`src/rtl/canvas_buffer_arbiter_if.sv`:
```
// canvas_buffer_arbiter_if: VGA read, paint, clear and RAM signals of the canvas buffer arbiter.
interface canvas_buffer_arbiter_if #(
    parameter int ADDR_W  = 12,
    parameter int COLOR_W = 3
) ();
    logic               vga_rd_en;
    logic [ADDR_W-1:0]  vga_rd_addr;
    logic [COLOR_W-1:0] vga_rd_data;
    logic               vga_rd_valid;
    logic               paint_req;
    logic [5:0]         paint_x;
    logic [5:0]         paint_y;
    logic [COLOR_W-1:0] paint_color;
    logic               paint_ack;
    logic               clear_start;
    logic [COLOR_W-1:0] clear_color;
    logic               clear_busy;
    logic               clear_done;
    logic [ADDR_W-1:0]  mem_addr;
    logic               mem_we;
    logic [COLOR_W-1:0] mem_wdata;
    logic [COLOR_W-1:0] mem_rdata;
    // master: requesters plus the RAM; slave: the arbiter itself
    modport master (
        output vga_rd_en, vga_rd_addr, paint_req, paint_x, paint_y, paint_color,
               clear_start, clear_color, mem_rdata,
        input  vga_rd_data, vga_rd_valid, paint_ack, clear_busy, clear_done,
               mem_addr, mem_we, mem_wdata
    );
    modport slave (
        input  vga_rd_en, vga_rd_addr, paint_req, paint_x, paint_y, paint_color,
               clear_start, clear_color, mem_rdata,
        output vga_rd_data, vga_rd_valid, paint_ack, clear_busy, clear_done,
               mem_addr, mem_we, mem_wdata
    );
endinterface

```
`src/rtl/canvas_buffer_arbiter.sv`:
```
// canvas_buffer_arbiter: shares the single-port canvas RAM between VGA reads, a clear sweep and paint writes.
// Priority per cycle is VGA read > clear write > paint write; RAM signals are driven in the grant cycle.
module canvas_buffer_arbiter #(
    parameter int COLS    = 48,
    parameter int ROWS    = 48,
    parameter int ADDR_W  = 12,
    parameter int COLOR_W = 3
) (
    input logic                    dclk,
    input logic                    clr,
    canvas_buffer_arbiter_if.slave bus
);
    localparam logic [ADDR_W-1:0] LAST = ADDR_W'(ROWS * COLS - 1);
    typedef enum logic [1:0] {IDLE, SWEEP, DONE} state_t;
    state_t             state_q, state_d;
    logic [ADDR_W-1:0]  cnt_q, cnt_d, addr_q, addr_d, paint_addr;
    logic [COLOR_W-1:0] fill_q, fill_d, rd_data_q, rd_data_d, wdata;
    logic               rd_valid_q, rd_valid_d, hold_q, hold_d;
    logic               vga_gnt, clr_gnt, paint_gnt, paint_ok, paint_wr;

    // grants are forced off while clr is high so every output reads 0 during reset
    always_comb begin
        vga_gnt    = !clr && bus.vga_rd_en;
        clr_gnt    = !clr && !bus.vga_rd_en && state_q == SWEEP;
        paint_gnt  = !clr && !bus.vga_rd_en && state_q == IDLE && !bus.clear_start && bus.paint_req && !hold_q;
        paint_ok   = 32'(bus.paint_x) < COLS && 32'(bus.paint_y) < ROWS;
        paint_wr   = paint_gnt && paint_ok;
        paint_addr = ADDR_W'(bus.paint_y) * ADDR_W'(COLS) + ADDR_W'(bus.paint_x);
        addr_d     = vga_gnt ? bus.vga_rd_addr : clr_gnt ? cnt_q : paint_wr ? paint_addr : addr_q;
        wdata      = clr_gnt ? fill_q : paint_wr ? bus.paint_color : '0;
        rd_valid_d = vga_gnt;
        rd_data_d  = rd_valid_q ? bus.mem_rdata : rd_data_q;
        hold_d     = bus.paint_req && (hold_q || paint_gnt);
    end

    always_comb begin
        state_d = state_q;
        cnt_d   = cnt_q;
        fill_d  = fill_q;
        case (state_q)
            IDLE: if (bus.clear_start) begin
                state_d = SWEEP;
                cnt_d   = '0;
                fill_d  = bus.clear_color;
            end
            SWEEP: if (clr_gnt) begin
                state_d = cnt_q == LAST ? DONE : SWEEP;
                cnt_d   = cnt_q == LAST ? '0 : cnt_q + ADDR_W'(1);
            end
            default: state_d = IDLE;
        endcase
    end

    always_comb begin
        bus.clear_busy   = state_q == SWEEP;
        bus.clear_done   = state_q == DONE;
        bus.mem_addr     = addr_d;
        bus.mem_we       = clr_gnt || paint_wr;
        bus.mem_wdata    = wdata;
        bus.paint_ack    = paint_gnt;
        bus.vga_rd_valid = rd_valid_q;
        bus.vga_rd_data  = rd_data_d;
    end

    always_ff @(posedge dclk or posedge clr) begin
        if (clr) begin
            state_q <= IDLE;
            cnt_q   <= '0;
            fill_q  <= '0;
        end else begin
            state_q <= state_d;
            cnt_q   <= cnt_d;
            fill_q  <= fill_d;
        end
    end

    always_ff @(posedge dclk or posedge clr) begin
        if (clr) begin
            addr_q     <= '0;
            rd_valid_q <= 1'b0;
            rd_data_q  <= '0;
            hold_q     <= 1'b0;
        end else begin
            addr_q     <= addr_d;
            rd_valid_q <= rd_valid_d;
            rd_data_q  <= rd_data_d;
            hold_q     <= hold_d;
        end
    end
endmodule

```
`src/flat_wrapper.sv`:
```
// flat-port wrapper written by rule: the top's interface ports become plain ports
module canvas_buffer_arbiter_flat 
#(
    parameter int COLS    = 48,
    parameter int ROWS    = 48,
    parameter int ADDR_W  = 12,
    parameter int COLOR_W = 3
)
  (dclk, clr, bus_vga_rd_en, bus_vga_rd_addr, bus_paint_req, bus_paint_x, bus_paint_y, bus_paint_color, bus_clear_start, bus_clear_color, bus_mem_rdata, bus_vga_rd_data, bus_vga_rd_valid, bus_paint_ack, bus_clear_busy, bus_clear_done, bus_mem_addr, bus_mem_we, bus_mem_wdata);
  canvas_buffer_arbiter_if #(.ADDR_W(ADDR_W), .COLOR_W(COLOR_W)) bus_i ();
  input logic dclk;
  input logic clr;
  input wire logic [$bits(bus_i.vga_rd_en)-1:0] bus_vga_rd_en;
  input wire logic [$bits(bus_i.vga_rd_addr)-1:0] bus_vga_rd_addr;
  input wire logic [$bits(bus_i.paint_req)-1:0] bus_paint_req;
  input wire logic [$bits(bus_i.paint_x)-1:0] bus_paint_x;
  input wire logic [$bits(bus_i.paint_y)-1:0] bus_paint_y;
  input wire logic [$bits(bus_i.paint_color)-1:0] bus_paint_color;
  input wire logic [$bits(bus_i.clear_start)-1:0] bus_clear_start;
  input wire logic [$bits(bus_i.clear_color)-1:0] bus_clear_color;
  input wire logic [$bits(bus_i.mem_rdata)-1:0] bus_mem_rdata;
  output wire logic [$bits(bus_i.vga_rd_data)-1:0] bus_vga_rd_data;
  output wire logic [$bits(bus_i.vga_rd_valid)-1:0] bus_vga_rd_valid;
  output wire logic [$bits(bus_i.paint_ack)-1:0] bus_paint_ack;
  output wire logic [$bits(bus_i.clear_busy)-1:0] bus_clear_busy;
  output wire logic [$bits(bus_i.clear_done)-1:0] bus_clear_done;
  output wire logic [$bits(bus_i.mem_addr)-1:0] bus_mem_addr;
  output wire logic [$bits(bus_i.mem_we)-1:0] bus_mem_we;
  output wire logic [$bits(bus_i.mem_wdata)-1:0] bus_mem_wdata;
  assign bus_i.vga_rd_en = bus_vga_rd_en;
  assign bus_i.vga_rd_addr = bus_vga_rd_addr;
  assign bus_i.paint_req = bus_paint_req;
  assign bus_i.paint_x = bus_paint_x;
  assign bus_i.paint_y = bus_paint_y;
  assign bus_i.paint_color = bus_paint_color;
  assign bus_i.clear_start = bus_clear_start;
  assign bus_i.clear_color = bus_clear_color;
  assign bus_i.mem_rdata = bus_mem_rdata;
  assign bus_vga_rd_data = bus_i.vga_rd_data;
  assign bus_vga_rd_valid = bus_i.vga_rd_valid;
  assign bus_paint_ack = bus_i.paint_ack;
  assign bus_clear_busy = bus_i.clear_busy;
  assign bus_clear_done = bus_i.clear_done;
  assign bus_mem_addr = bus_i.mem_addr;
  assign bus_mem_we = bus_i.mem_we;
  assign bus_mem_wdata = bus_i.mem_wdata;
  canvas_buffer_arbiter #(.COLS(COLS), .ROWS(ROWS), .ADDR_W(ADDR_W), .COLOR_W(COLOR_W)) u_core (.dclk(dclk), .clr(clr), .bus(bus_i));
endmodule
```
`config.mk`:
```
export PLATFORM = sky130hd
export DESIGN_NAME = canvas_buffer_arbiter_flat
export DESIGN_NICKNAME = d
export VERILOG_FILES = /design/src/rtl/canvas_buffer_arbiter_if.sv /design/src/rtl/canvas_buffer_arbiter.sv /design/src/flat_wrapper.sv
export SDC_FILE = /design/constraint.sdc
export NUM_CORES = 1
export LEC_CHECK = 0
export ABC_AREA = 1
export CORE_MARGIN = 5
export CORE_UTILIZATION = 48
export DETAILED_ROUTE_END_ITERATION = 12
export MAX_ROUTING_LAYER = met4
export PLACE_DENSITY = 0.78
export SETUP_SLACK_MARGIN = 0.2
export SLEW_MARGIN = 20
export SYNTH_ARGS = -nofsm -noshare
export SYNTH_HDL_FRONTEND = slang
export SYNTH_SLANG_ARGS = --single-unit
```
`constraint.sdc`:
```
create_clock -name dclk -period 2.7 [get_ports dclk]
set_clock_uncertainty 0.15 [all_clocks]
set_input_delay 0.405 -clock dclk [delete_from_list [all_inputs] [get_ports dclk]]
set_output_delay 0.405 -clock dclk [all_outputs]
set_load 0.01 [all_outputs]
```
==> results of run 1 <==
[kinds of logic (layout without fill, tap and decap cells)]
logic type | count (synthesis) | count (layout) | share of synthesized area [%]
DFF | 34 | 34 | 39.54
adders and majority gates | 12 | 12 | 7.674
AOI/OAI and AO/OA | 46 | 46 | 12.68
xor gates and xnor gates | 3 | 3 | 1.221
buffers and inverters | 41 | 182 | 7.674
and+or+nand+nor | 146 | 147 | 29.65
muxes | 3 | 3 | 1.570
[timing repair]
item	CTS	global route
pin swaps	32	23
cloned	1	0
buffers inserted	33	6
gates resized for setup	146	44
setup endpoints to repair	17	19
hold buffers	0	0
[worst min-delay path, cell delays in order, from the launching register on]
cell and delay, ps:
dfrtp_1 350, nand2_1 60, nand2_1 50
[through the flow]
stage	cell area [µm²]	worst slack, ps	instances	hold slack [ps]
6_report	3870	-123.3	479	339.8
5_1_grt	3870	-174.1	479	359.4
4_1_cts	3661	-34.87	473	325.3
3_5_place_dp	3087	-824.9	431	316.6
3_3_place_gp	3087	-771.3	431	312.9
2_1_floorplan	2158	226.2	285	203.7
[final cells by class]
cell class                 count  share of cell area (%)
timing repair buffer         138                   30.71
clock buffer                   5                   1.778
sequential                    34                   21.99
multi-input combinational    211                   38.34
clock inverter                 3                   1.778
inverter                      36                   3.718
tap                           52                   1.681
[state kept, by name, summed over array words and instances, names as in the netlist]
signal,flops
u_core.state_q,2
u_core.hold_q,1
u_core.bus.vga_rd_valid,1
u_core.cnt_q,12
u_core.rd_data_q,3
u_core.fill_q,3
u_core.addr_q,12
[cells in the final DEF, fill, tap and decap left out, types with 4 or more instances in the layout]
cell and n:
a21oi_1 13, buf_2 14, buf_4 60, buf_6 19
clkbuf_8 5, clkdlybuf4s50_1 31, dfrtp_1 34, dlygate4sd2_1 7
ha_1 4, ha_4 4, inv_1 33, nand2_1 60
nand2_2 9, nand2_8 4, nand3_1 21, nor2_1 21
nor2_2 7, nor2_4 16, nor3_1 4, o21ai_0 15
o31ai_4 5
[how the worst max path moves through the flow]
| stage | startpoint | endpoint | slack (ps) | cells after the start |
|---|---|---|---|---|
| detailed placement | bus_paint_y[0] | bus_mem_addr[11] | -820 | 14 |
| global placement | bus_paint_y[0] | bus_mem_addr[11] | -770 | 14 |
| finish | bus_paint_y[1] | bus_mem_addr[7] | -120 | 10 |
| CTS | bus_paint_y[1] | bus_mem_addr[11] | -30 | 14 |
| floorplan | clr | bus_mem_addr[3] | 230 | 5 |
| global route | bus_paint_y[1] | bus_mem_addr[7] | -170 | 10 |
[metal layers]
metal | global-route usage, % | share of wire [%] | vias to the layer above
li1 | - | - | 1210
met1 | 29.76 | 38 | 1252
met2 | 43.80 | 51 | 128
met3 | 6.440 | 6.1 | 37
met4 | 12.06 | 4.6 | 0
met5 | - | 0 | -
[power breakdown]
part | leakage (nW) | switching, mW | total (mW) | internal, mW
Sequential | 0.433 | 0.0699 | 0.673 | 0.603
Combinational | 1.38 | 0.433 | 0.883 | 0.451
Clock | 0.0683 | 0.225 | 0.595 | 0.370
==> flow_summary_export.csv, run 1 <==
group,metric,value,unit
logic_synthesis,synth_ff_type,"dfrtp_1",
clock_tree,ctsRootBufferMaster,"clkbuf_8",
power,finalPower,2.151,mW
sta,setup_viol,2,
sta,report.final.slew_viol_count,0,
logic_synthesis,synth_area_per_cell,7.551,µm²
setup_path,timing.rr.start,"u_core.state_q[1]$_DFFE_PP0P_",
global_route,grt_pass1_vias,2634,
floorplan,core,0.004354,mm²
setup_path,cpMaxStageDelayCell,"fa_2",
setup_path,end_kind,"primary output",
clock_tree,numCtsBuffers,5,
logic_synthesis,yosys.area.top_type,"dfrtp_1",
hold_path,holdPathEnd,"u_core.fill_q[1]$_DFFE_PP0P_",
power,leakage,1.882,nW
setup_path,crit_path_start_kind,"input port",
power,pwr_density_cell,555.9,mW/mm²
sta,finalHoldViolCount,0,
floorplan,io_pins,61,
sta,setup_slack,-123.3,ps
drt,remaining_drc_errors,0,
logic_synthesis,yosys-top-cells-area,"dfrtp_1 40%, nand2_1 12%, nor2_1 6.8%",
drt,final_antenna_net_count,0,
setup_path,cp.required,2140,ps
clock_tree,cts_buffer_depth,2,
clock_tree,path_clk_slew,80,ps
floorplan,die_area,0.005923,mm²
drt,wl_per_cell,17.56,µm
finish,drive_above_1_share,39.81,%
hold_path,holdCritPathClass,"flop to flop",
setup_path,rrSetupSlack,70,ps
hold_path,whs_path_depth,2,
placement,place_congestion,0.7870,
drt,via_count,2627,
floorplan,die_y,76.96,µm
clock_tree,cts_tree,"done",
sta,fin_crit_sh,104.6,%
drt,first_pass_iters,6,
logic_synthesis,yosys_warnings,0,
setup_path,path_delay_family,"adder cells",
logic_synthesis,synth_cell_types,29,
logic_synthesis,yosys.area.top_type_share,39.53,%
global_route,grt_pass1_wl,12.27,mm
logic_synthesis,ys_seq_elements,34,
setup_path,r2r_cells,18,
global_route,grt.total_usage,26.34,%
logic_synthesis,syn_inst,285,
setup_path,crit_buf_inv,4,
finish,nFillCells,199,
setup_path,path_max_fanout,3,
clock_tree,h-tree-depth,2,
logic_synthesis,synth_edf_count,0,
logic_synthesis,synth.most_common_cell,"nand2_1",
logic_synthesis,ys_seq_area_share,39.53,%
finish,area_growth_syn_to_layout,79.83,%
floorplan,initial_core_util,49.43,%
finish,nets,476,
drt,viasPerCell,5.484,
sta,timing.final.crit_period,2823,ps
placement,hpwl,4.368,mm
sta,relSlewSlack,68.23,%
setup_path,crit_top_cell,"buf_4",
floorplan,rows,24,
global_route,grt_antenna_before_repair,0,
power,ir_worst_vdd,388.7,µV
clock_tree,clk_latency,300,ps
finish,fin_util,88.88,%
setup_path,path_class,"input port to primary output",
sta,maxClockFrequency,354.2,MHz
setup_path,arrival,2270,ps
global_route,grt-ovfl-total,0,
logic_synthesis,synth_commonest_cells,"67 x nand2_1, 39 x nor2_1, 36 x inv_1",
logic_synthesis,async_reset_ff_share,100.0,%
status,violations,"setup timing",
drt,drtIter0Drc,184,
drt,drt-total-wl,8.411,mm
floorplan,die_w,76.96,µm
global_route,grt_max_degree,35,
setup_path,cp_slowest_stage_delay,560,ps
finish,layout.area.seq,850.8,µm²
setup_path,reg2reg_to,"u_core.hold_q$_DFF_PP0_",
logic_synthesis,synth_area,0.002152,mm²
clock_tree,cts_sinks,34,
setup_path,crit_chain,"buf_8 > ha_4 > fa_2 > nand2_2 > buf_4 > buf_4 > xor2_1 > nor2_1 > o31ai_2 > buf_2",
sta,final.setup.tns,-151.0,ps
finish,antennaDiodeCount,0,
run,cap_violations,0,
logic_synthesis,syn_nets,335,
hold_path,worstHoldStart,"u_core.fill_q[1]$_DFFE_PP0P_",
sta,worstMarginPinSlew,471.6,ps
finish,multi_input_comb_area,0.001484,mm²
sta,rsz0062_at_grt,"true",
status,status,"finished with violations",
placement,portBuffers,60,
(Power assumes the default switching activity.)
==> run 2, diff against run 1 <==
--- a/config.mk
+++ b/config.mk
@@ -9,6 +9,7 @@
 export CORE_MARGIN = 5
 export CORE_UTILIZATION = 48
 export DETAILED_ROUTE_END_ITERATION = 12
+export GPL_ROUTABILITY_DRIVEN = 0
 export MAX_ROUTING_LAYER = met4
 export PLACE_DENSITY = 0.78
 export SETUP_SLACK_MARGIN = 0.2
==> results of run 2 <==
Same layout as run 1: the final DEF is identical, and so are final timing and power.
==> variant (settings of run 1) <==
`COLS` is set to 48 in 2 places; all go to 36.
--- a/src/rtl/canvas_buffer_arbiter.sv
+++ b/src/rtl/canvas_buffer_arbiter.sv
@@ -1,7 +1,7 @@
 // canvas_buffer_arbiter: shares the single-port canvas RAM between VGA reads, a clear sweep and paint writes.
 // Priority per cycle is VGA read > clear write > paint write; RAM signals are driven in the grant cycle.
 module canvas_buffer_arbiter #(
-    parameter int COLS    = 48,
+    parameter int COLS    = 36,
     parameter int ROWS    = 48,
     parameter int ADDR_W  = 12,
     parameter int COLOR_W = 3
--- a/src/flat_wrapper.sv
+++ b/src/flat_wrapper.sv
@@ -1,7 +1,7 @@
 // flat-port wrapper written by rule: the top's interface ports become plain ports
 module canvas_buffer_arbiter_flat 
 #(
-    parameter int COLS    = 48,
+    parameter int COLS    = 36,
     parameter int ROWS    = 48,
     parameter int ADDR_W  = 12,
     parameter int COLOR_W = 3
Behaviour: not the same (a bounded check fails within 4 cycles, from zero or initial values).
==> variant against run 1 <==
  * Critical path type unchanged
  * Synthesized area grew 7.0%
  * Worst hold slack got worse by 0.063 ns
  * Sequential share of layout area grew 1.1 points
  * Power is 10% lower
  * Sequential cell count did not move
  * Worst setup slack got worse by 0.34 ns
  * Routed wire length is essentially flat
  * Critical endpoint is now bus_mem_addr[8]
  * Largest power group unchanged
  * Count of clock-buffer cells in the layout up 1
  * Final cell count unchanged
  * Non-clock buffer count down 16
  * First-iteration DRC count up 20%
  * The run still ends with setup timing left
  * Final area shrank 4.3%
  * Die area rose by 6.1%
  * Critical path depth grew 4
  * Highest routed layer unchanged
==> variant: results (changes against run 1) <==
Status
  – Status: complete, but fails checks
  – Failing checks: setup timing

Worst setup path
  – R2r startpoint: u_core.state_q[1]
  – CP Launch Point: bus_paint_y[4]
  – Worst path max stage delay: about 0.55 ns
  – Critical Path AT: 2.61 ns (+0.34 ns)
  – Worst r2r path cells: 15 (-3)
  – Slowest stage cell, crit path: fa_2

Hold path
  – Worst Hold Class: in -> async

Layout
  – Count of multi-input gates: 220 (+4.3%)
  – Non-clock inverter count: 41 (+14%)
  – Multi-input gate area: 0.00149 sq mm (+0.34%)
  – Area growth, synth to finish: 60.9%
  – Clk tree area frac: 0.0257 (-0.00989)
  – CLK BUF: 6 (+1)
  – Fraction of area in registers: 0.230 (+0.0106)
  – # fillers: 298 (+50%)
  – Signal buffers: 122 (-12%)
  – Share of layout cells above drive strength 1: 0.365 (-0.0334)
  – Post-layout nets: 475 (-0.21%)
  – Fraction of area in multi-input gates: 0.402 (+0.0186)
  – Signal buffers share of area: 0.279 (-0.0281)

GRT
  – First-pass GRT wire length: 12000 um (-2.1%)
  – GR Layer Usage met1: 0.273 (-0.0248)
  – Largest net degree at the start of global routing: 35 (unchanged)
  – Vias in the first global route: 2608 (-0.99%)
  – Total Routing Usage GR: 0.251 (-0.0122)
  – Routing usage on met2: 0.444 (+0.00641)
  – Met3 usage: 0.0465 (-0.0179)

Synth
  – Synth top area cells: dfrtp_1 37%, nand2_1 13%, inv_1 6.2%, ha_1 6.0%, o21ai_0 4.8%
  – Register area share after synthesis: 0.370 (-0.0258)
  – Post-synth cell types: 35 (+21%)
  – Seq cells post-synth: 34 (unchanged)
  – Top post-synthesis cells by count: 79 x nand2_1, 38 x inv_1, 34 x dfrtp_1
  – Syn_nets: 351 (+4.8%)

Power
  – VDD IR max: 0.368 mV (-5.3%)
  – Leakage: 1.81 nW (-3.9%)

STA
  – Final setup vio count: 5 (+3)
  – Slew margin rel.: 0.704 (+0.0213)
  – Worst setup margin: -0.465 ns (-0.342 ns)

Placed design
  – Hpwl dp: 4950 um (+13%)
  – Placer Congestion: 0.921 (+17%)
  – Placed cell areas: 0.00324 sq mm (+5.0%)

Drt
  – Via count: 2743 (+4.4%)
  – Drt first pass iters: 5 (-1)
  – WL met1: 3040 um (-5.6%)
  – Top Metal Used: met4
  – Routed length on met2: 4340 um (+1.1%)
  – Routed WL: 8410 um (about the same)
  – Met3 WL post-DR: 502 um (-2.1%)
  – Initial DRC count: 220 (+20%)

Clock network
  – Root buf cell: clkbuf_8
  – Total CTS buffers: 5 (unchanged)
[variant: cell count changes in the layout (fill, tap and decap cells not counted), moves of 4 or more]
cell             run 1  this run
inv_2                1         5
buf_6               19         8
o211ai_1             0         4
nand3_1             21        15
nand2_1             60        70
o31ai_4              5         0
nor2_4              16         5
[variant: per-stage QoR]
stage,cells,worst slack (ns),TNS (ns),power [mW]
after global routing,479,-0.501,-1.71,2.04
after detailed placement,442,-1.12,-10.30,1.36
final,479,-0.465,-1.41,1.93
after global placement,442,-1.04,-9.30,1.33
after CTS,466,-0.174,-0.443,1.79
after floorplan,300,0.0725,0,1.03
[variant: power by group]
part           internal [mW]  total [mW]  leakage, nW  switching, mW
Combinational          0.427       0.855         1.33          0.428
Clock                  0.205       0.414       0.0472          0.209
Sequential             0.604       0.665        0.428         0.0603
[variant: path summary, 6_finish.rpt]
check                      slack (ns)                   to
max                             -0.46      bus_mem_addr[8]
min                              0.28     u_core.addr_q[6]
max reg2reg                      0.34     u_core.addr_q[3]
min reg2reg                      0.35  u_core.rd_data_q[0]
max in group asynchronous        1.78    u_core.state_q[1]
min in group dclk                0.33        u_core.hold_q
[variant: repair_timing]
action,in CTS,in global routing
endpoints found under the setup margin,21,17
pin swaps,30,32
resized for setup,114,37
cloned,0,0
setup buffers,16,13
hold buffers,0,0
[variant: kinds of logic (layout without fill, tap and decap cells)]
group	count (synthesis)	after routing	share of synthesized area
muxes	6	6	0.0293
buffers and inverters	46	171	0.0799
and+or+nand+nor	148	148	0.301
DFF	34	34	0.370
AOI/OAI and AO/OA	49	49	0.128
adders and majority gates	13	13	0.0772
xor gates and xnor gates	4	4	0.0152
